<file path="config.mk">
export PLATFORM = sky130hd
export DESIGN_NAME = gbdt_tree_walker
export DESIGN_NICKNAME = d
export VERILOG_FILES = /design/src/rtl/gbdt_tree_walker.sv
export SDC_FILE = /design/constraint.sdc
export NUM_CORES = 1
export LEC_CHECK = 0
export BUFFER_PORTS_ARGS = -buffer_cell sky130_fd_sc_hd__buf_4
export CORE_MARGIN = 2
export CORE_UTILIZATION = 36
export DETAILED_ROUTE_END_ITERATION = 12
export GPL_TIMING_DRIVEN = 0
export MAX_ROUTING_LAYER = met4
export PLACE_DENSITY_LB_ADDON = 0.3
export SLEW_MARGIN = 20
export SYNTH_ARGS = -nofsm -noshare
export SYNTH_HDL_FRONTEND = slang
export SYNTH_SLANG_ARGS = --single-unit
</file>
<file path="constraint.sdc">
create_clock -name gbdt_clk -period 2.85 [get_ports gbdt_clk]
set_input_delay 0.1425 -clock gbdt_clk [delete_from_list [all_inputs] [get_ports gbdt_clk]]
set_output_delay 0.1425 -clock gbdt_clk [all_outputs]
set_load 0.02 [all_outputs]
</file>
<file path="src/rtl/gbdt_tree_walker.sv">
// gbdt_tree_walker: node-fetch sequencer for gradient-boosted decision tree
// inference. It walks a forest held in node RAM one tree after another.
// Internal nodes are handed to an external feature comparator. Leaf values are
// passed to the score accumulator with a valid/ready handshake. The walk ends on
// the leaf of the last tree.
module gbdt_tree_walker #(
   parameter int ADDR_W    = 14,
   parameter int REL_W     = 7,
   parameter int CMP_W     = 9,
   parameter int FEAT_W    = 8,
   parameter int LEAF_W    = 16,
   parameter int RD_LAT    = 1,
   parameter int MAX_DEPTH = 64,
   parameter int ROOT_ADDR = 0,
   parameter int TREE_W    = 10,
   localparam int WORD_W   = 1 + 2*REL_W + CMP_W + FEAT_W
) (
   input  logic              gbdt_clk,
   input  logic              gbdt_rst_n,
   input  logic              start,
   input  logic              abort,
   output logic              ram_rd_en,
   output logic [ADDR_W-1:0] ram_addr,
   input  logic [WORD_W-1:0] ram_rdata,
   output logic              cmp_req,
   output logic [FEAT_W-1:0] feature_num,
   output logic [CMP_W-1:0]  cmp_value,
   input  logic              cmp_ack,
   input  logic              cmp_go_right,
   output logic              leaf_valid,
   output logic [LEAF_W-1:0] leaf_val,
   output logic [TREE_W-1:0] leaf_tree,
   input  logic              leaf_ready,
   output logic              busy,
   output logic              done,
   output logic              err_depth
);

   localparam int LAT_W   = $clog2(RD_LAT + 1);
   localparam int DEPTH_W = $clog2(MAX_DEPTH + 1);

   typedef enum logic [2:0] {
      S_IDLE,
      S_ISSUE,
      S_WAIT,
      S_EVAL,
      S_EMIT,
      S_DONE
   } state_t;

   state_t              state;
   logic [ADDR_W-1:0]   cur_addr;
   logic [TREE_W-1:0]   tree_cnt;
   logic [DEPTH_W-1:0]  depth;
   logic [LAT_W-1:0]    lat_cnt;
   // Bit 0 (is_leaf) is consumed at capture time and steers the FSM, so only
   // the payload above it is kept.
   logic [WORD_W-1:1]   node;

   // Node word field views
   logic [REL_W-1:0]    rel_right;
   logic [REL_W-1:0]    rel_left;
   logic [REL_W-1:0]    rel_sel;
   logic [ADDR_W-1:0]   child_addr;
   logic [DEPTH_W-1:0]  depth_inc;
   logic                last_tree;
   logic [ADDR_W-1:0]   next_tree;

   assign rel_right  = node[REL_W:1];
   assign rel_left   = node[2*REL_W:REL_W+1];
   assign rel_sel    = cmp_go_right ? rel_right : rel_left;
   // Child offsets are unsigned and wrap modulo the RAM size
   assign child_addr = cur_addr + {{(ADDR_W-REL_W){1'b0}}, rel_sel};
   assign depth_inc  = depth + DEPTH_W'(1);
   assign last_tree  = node[1];
   assign next_tree  = node[ADDR_W+1:2];

   // The field outputs are gated by the registered strobes, so they read zero
   // whenever their handshake is not active.
   assign ram_addr    = cur_addr;
   assign busy        = (state != S_IDLE);
   assign feature_num = cmp_req    ? node[WORD_W-1 -: FEAT_W]          : '0;
   assign cmp_value   = cmp_req    ? node[2*REL_W+CMP_W:2*REL_W+1]     : '0;
   assign leaf_val    = leaf_valid ? node[WORD_W-1 -: LEAF_W]          : '0;
   assign leaf_tree   = leaf_valid ? tree_cnt                          : '0;

   // Walk sequencer: state, walk context and registered strobes
   always_ff @(posedge gbdt_clk or negedge gbdt_rst_n) begin
      if (!gbdt_rst_n) begin
         state      <= S_IDLE;
         cur_addr   <= ADDR_W'(ROOT_ADDR);
         tree_cnt   <= '0;
         depth      <= '0;
         lat_cnt    <= '0;
         node       <= '0;
         ram_rd_en  <= 1'b0;
         cmp_req    <= 1'b0;
         leaf_valid <= 1'b0;
         done       <= 1'b0;
         err_depth  <= 1'b0;
      end else if (abort) begin
         // Abort wins over everything, including start. The error flag is kept.
         state      <= S_IDLE;
         ram_rd_en  <= 1'b0;
         cmp_req    <= 1'b0;
         leaf_valid <= 1'b0;
         done       <= 1'b0;
      end else begin
         case (state)
            S_IDLE: begin
               if (start) begin
                  err_depth <= 1'b0;
                  tree_cnt  <= '0;
                  depth     <= '0;
                  cur_addr  <= ADDR_W'(ROOT_ADDR);
                  ram_rd_en <= 1'b1;
                  state     <= S_ISSUE;
               end
            end
            S_ISSUE: begin
               ram_rd_en <= 1'b0;
               lat_cnt   <= LAT_W'(1);
               state     <= S_WAIT;
            end
            S_WAIT: begin
               if (lat_cnt == LAT_W'(RD_LAT)) begin
                  node <= ram_rdata[WORD_W-1:1];
                  if (ram_rdata[0]) begin
                     leaf_valid <= 1'b1;
                     state      <= S_EMIT;
                  end else begin
                     cmp_req <= 1'b1;
                     state   <= S_EVAL;
                  end
               end else begin
                  lat_cnt <= lat_cnt + LAT_W'(1);
               end
            end
            S_EVAL: begin
               if (cmp_ack) begin
                  cmp_req  <= 1'b0;
                  depth    <= depth_inc;
                  cur_addr <= child_addr;
                  if (depth_inc == DEPTH_W'(MAX_DEPTH)) begin
                     // The tree is too deep or has a cycle. Give up without done.
                     err_depth <= 1'b1;
                     state     <= S_IDLE;
                  end else begin
                     ram_rd_en <= 1'b1;
                     state     <= S_ISSUE;
                  end
               end
            end
            S_EMIT: begin
               if (leaf_ready) begin
                  leaf_valid <= 1'b0;
                  if (last_tree) begin
                     done  <= 1'b1;
                     state <= S_DONE;
                  end else begin
                     cur_addr  <= next_tree;
                     tree_cnt  <= tree_cnt + TREE_W'(1);
                     depth     <= '0;
                     ram_rd_en <= 1'b1;
                     state     <= S_ISSUE;
                  end
               end
            end
            S_DONE: begin
               done     <= 1'b0;
               cur_addr <= ADDR_W'(ROOT_ADDR);
               state    <= S_IDLE;
            end
            default: begin
               state <= S_IDLE;
            end
         endcase
      end
   end

endmodule

</file>
==> metrics.json <==
{
  "timing": {
    "tns_ns": 0,
    "finalSetupViolations": 0,
    "whs_ns": 0.01653,
    "max-slew-margin-rel_pct": 38.67,
    "hold_viol": 0,
    "clock-skew-final_ns": 0.01134,
    "timing_worst_slew_pin_value_ns": 0.9199,
    "fin_crit_ns": 2.517,
    "timing.fmax_mhz": 397.4,
    "grt_setup_unrepaired": "no",
    "final-max-slew-violation-count": 0,
    "final.period_utilization_pct": 88.30
  },
  "yosys": {
    "synth_top_family_by_area": "simple AND/OR/NAND/NOR gates",
    "multiplexer_fraction_of_the_synthesized_cell_area_pct": 11.40,
    "synth_simple_gate_area_share_pct": 20.62,
    "synthAdderAreaFrac_pct": 3.301,
    "post_synth_xor_area_fraction_pct": 3.270,
    "synth.ff_latch_count": 71,
    "synthesis.area_um2": 4018,
    "synthCells": 407,
    "yosys_warnings": 0,
    "postSynthAreaPerCell_um2": 9.871,
    "synth_compound_gate_area_share_pct": 14.14,
    "mappedNetlistNets": 456,
    "yosysSeqAreaShare_pct": 44.22,
    "synth_cell_types": 49
  },
  "global_route": {
    "maximum_number_of_pins_on_one_net_before_global_route_repair": 72,
    "number_of_global_route_vias_before_repair": 3361,
    "grt_first_pass_wirelength_mm": 16.32,
    "initial_antenna_violation_count": 0,
    "grt.overflow.total": 0,
    "grt.total_usage_pct": 17.93
  },
  "pwr": {
    "static-leakage-power_uw": 0.002459,
    "peakVddDrop_v": 0.0003119,
    "power.density_nw_per_um2": 670.3
  },
  "route": {
    "wire_per_inst_um": 15.33,
    "postRouteWirelength_mm": 10.23,
    "drt_first_iter_violations": 196,
    "route.detailed.vias_per_inst": 5.216,
    "route.antenna.remaining_nets": 0,
    "post-route-drc-count": 0,
    "vias": 3479,
    "firstDrtPassIters": 4
  },
  "layout": {
    "design.final.nets": 571,
    "syn2layout_area_growth_pct": 29.46,
    "number_of_inserted_diodes": 0,
    "layoutNonFillerInstCount": 667,
    "share_of_cells_above_drive_strength_1_pct": 30.93,
    "finalCoreUtilization_pct": 47.77
  },
  "floorplanning": {
    "row_count": 38,
    "core_um2": 10890,
    "die_area_um2": 12020,
    "ioPinCount": 102,
    "floorplan.initialDensity_pct": 36.90,
    "die_x_um": 109.6,
    "floorplan.die.height_um": 109.6
  },
  "worst_setup_path": {
    "worst-endpoint-arrival_ns": 2.73,
    "worstPathMaxFanout": 6,
    "critical-path-top-delay-family": "compound AO/OA/AOI/OAI gates",
    "setup.worst_path.class": "flip-flop to flip-flop",
    "critical_path_top_delay_cell": "sky130_fd_sc_hd__dfrtp_1",
    "crit_path_start_kind": "flip-flop",
    "critical_path_required_ns": 3.07,
    "slowest_delay_ns": 0.47,
    "path_cells": "mux2_2 > ha_1 > fa_1 > a211oi_2 > nor3_1 > o211ai_1 > o31a_1 > o22ai_1",
    "reg2reg_setup_slack_ns": 0.33,
    "critical_path_buf_inv_count": 0,
    "cp_endpoint_kind": "flip-flop"
  },
  "clock_tree": {
    "cts_root_buffer": "sky130_fd_sc_hd__clkbuf_8",
    "cts_sinks": 71,
    "clkTransAtPathRegs_ns": 0.08,
    "tritoncts": "done",
    "clockBufferDepth": 2,
    "numCtsBuffers": 9,
    "htree_num_levels": 3,
    "clk-insertion-delay-late_ns": 0.34,
    "cts_setup_buffers": 0
  },
  "placed_design": {
    "routabilityCongestion": 0.9089,
    "post-dp-hpwl_mm": 7.405,
    "dp.cells": 647,
    "port_buffers": 100
  },
  "worst_hold_path": {
    "holdCritPathClass": "primary input to flip-flop"
  },
  "status": {
    "run_status": "complete, no violations"
  },
  "job": {
    "cap_violations": 0
  }
}
-- routing by layer --
layer / global-route usage, % / share of wire [%]
met2: 28.70 / 48
met3: 2.905 / 6.5
met1: 23.00 / 45
met5: - / 0
met4: 6.510 / 1.5
-- repair_timing --
| item | CTS | global route |
|---|---|---|
| hold endpoints to repair | 73 | 1 |
| resized for setup | 0 | 1 |
| setup endpoints to repair | 0 | 1 |
| hold buffers | 3 | 1 |
-- through the flow --
step	setup slack (ns)	area, um^2	total power, uW
after CTS	0.1971	5186	3521
after floorplan	0.4992	4018	2206
after global placement	0.1961	4943	2586
after detailed placement	0.1202	4943	2629
final	0.3334	5201	3486
after global routing	0.1464	5201	3727
-- placed cells by master, fill, tap and decap left out, types with 5 or more instances in the layout --
master,synthesis,layout
sky130_fd_sc_hd__nand2_1,32,32
sky130_fd_sc_hd__dfrtp_1,71,71
sky130_fd_sc_hd__a22oi_1,9,9
sky130_fd_sc_hd__o21ai_1,12,12
sky130_fd_sc_hd__clkbuf_1,9,10
sky130_fd_sc_hd__and2_1,45,45
sky130_fd_sc_hd__mux2_2,30,30
sky130_fd_sc_hd__nor2_1,29,29
sky130_fd_sc_hd__o211ai_1,5,5
sky130_fd_sc_hd__nand4_1,10,10
sky130_fd_sc_hd__buf_4,0,100
sky130_fd_sc_hd__inv_1,6,6
sky130_fd_sc_hd__mux2_1,8,8
sky130_fd_sc_hd__nand3_1,12,12
sky130_fd_sc_hd__a21oi_1,14,14
sky130_fd_sc_hd__ha_1,9,9
sky130_fd_sc_hd__o21ai_0,16,16
sky130_fd_sc_hd__xor2_1,11,11
sky130_fd_sc_hd__and3_1,9,9
sky130_fd_sc_hd__buf_2,11,11
sky130_fd_sc_hd__a21o_1,5,5
sky130_fd_sc_hd__clkbuf_8,0,9
-- report_power, final --
part,internal [uW],switching [uW],total (uW),leakage (uW)
clock,490,386,877,0.000102
sequential,1260,224,1480,0.000925
combinational,548,577,1130,0.00143
total,2300,1190,3490,0.00246
-- logic make-up (layout without fill, tap and decap cells) --
family / Yosys count / count (layout)
fa+ha+maj: 10 / 10
compound gates: 86 / 86
flops: 71 / 71
xor+xnor: 15 / 15
simple gates: 157 / 157
mux: 41 / 41
buf+inv: 27 / 147
-- area by class of cell --
class	count	area, um^2
Timing Repair Buffer	104	790.8
Fill cell	1045	5687
Clock inverter	6	85.08
Multi-Input combinational cell	309	2123
Clock buffer	10	127.6
Tap cell	140	175.2
Buffer	21	100.1
Inverter	6	22.52
Sequential cell	71	1777
-- sequential cells by signal (all words and copies together) (netlist names) --
name        cells
node           31
ram_addr       14
tree_cnt       10
depth           7
state           3
cmp_req         1
done            1
err_depth       1
lat_cnt         1
leaf_valid      1
ram_rd_en       1
-- synthesized netlist by cell type (all sizes together) --
cell type / instances / area (um^2)
a211oi: 3 / 35.03
a21o: 5 / 37.54
a21oi: 15 / 78.83
a221oi: 1 / 8.760
a22oi: 9 / 67.56
a31oi: 5 / 37.53
a32o: 1 / 10.01
and2: 45 / 281.5
and3: 9 / 56.30
buf: 12 / 66.31
clkbuf: 9 / 33.78
dfrtp: 71 / 1777
fa: 1 / 20.02
ha: 9 / 112.6
inv: 6 / 22.52
mux2: 38 / 427.9
mux2i: 3 / 30.03
nand2: 32 / 120.1
nand2b: 3 / 18.77
nand3: 12 / 60.06
nand3b: 3 / 22.52
nand4: 10 / 62.56
nand4b: 2 / 17.52
nor2: 29 / 108.9
nor2b: 3 / 18.77
nor3: 4 / 20.02
nor3b: 1 / 7.510
o2111a: 1 / 11.26
o211ai: 5 / 37.54
o21a: 1 / 7.510
o21ai: 29 / 148.9
o22a: 1 / 8.760
o22ai: 2 / 12.51
o2bb2ai: 1 / 8.760
o31a: 3 / 26.28
o31ai: 3 / 22.52
o32ai: 1 / 8.760
or3: 3 / 23.77
or4b: 1 / 10.01
xnor2: 4 / 35.03
xor2: 11 / 96.34
-- path summary, 6_finish.rpt --
check | start | endpoint | cells after the start
min in group asynchronous | gbdt_rst_n | tree_cnt[7]$_DFFE_PN0P_ | 2
setup / recovery | node[1]$_DFFE_PN0P_ | ram_addr[12]$_DFFE_PN0P_ | 8
setup reg to reg | node[1]$_DFFE_PN0P_ | ram_addr[12]$_DFFE_PN0P_ | 8
hold / removal | ram_rdata[23] | node[23]$_DFFE_PN0P_ | 2
max in group asynchronous | gbdt_rst_n | ram_addr[8]$_DFFE_PN0P_ | 2
hold reg to reg | node[30]$_DFFE_PN0P_ | node[30]$_DFFE_PN0P_ | 1
Power figures use the tool's default switching activity.
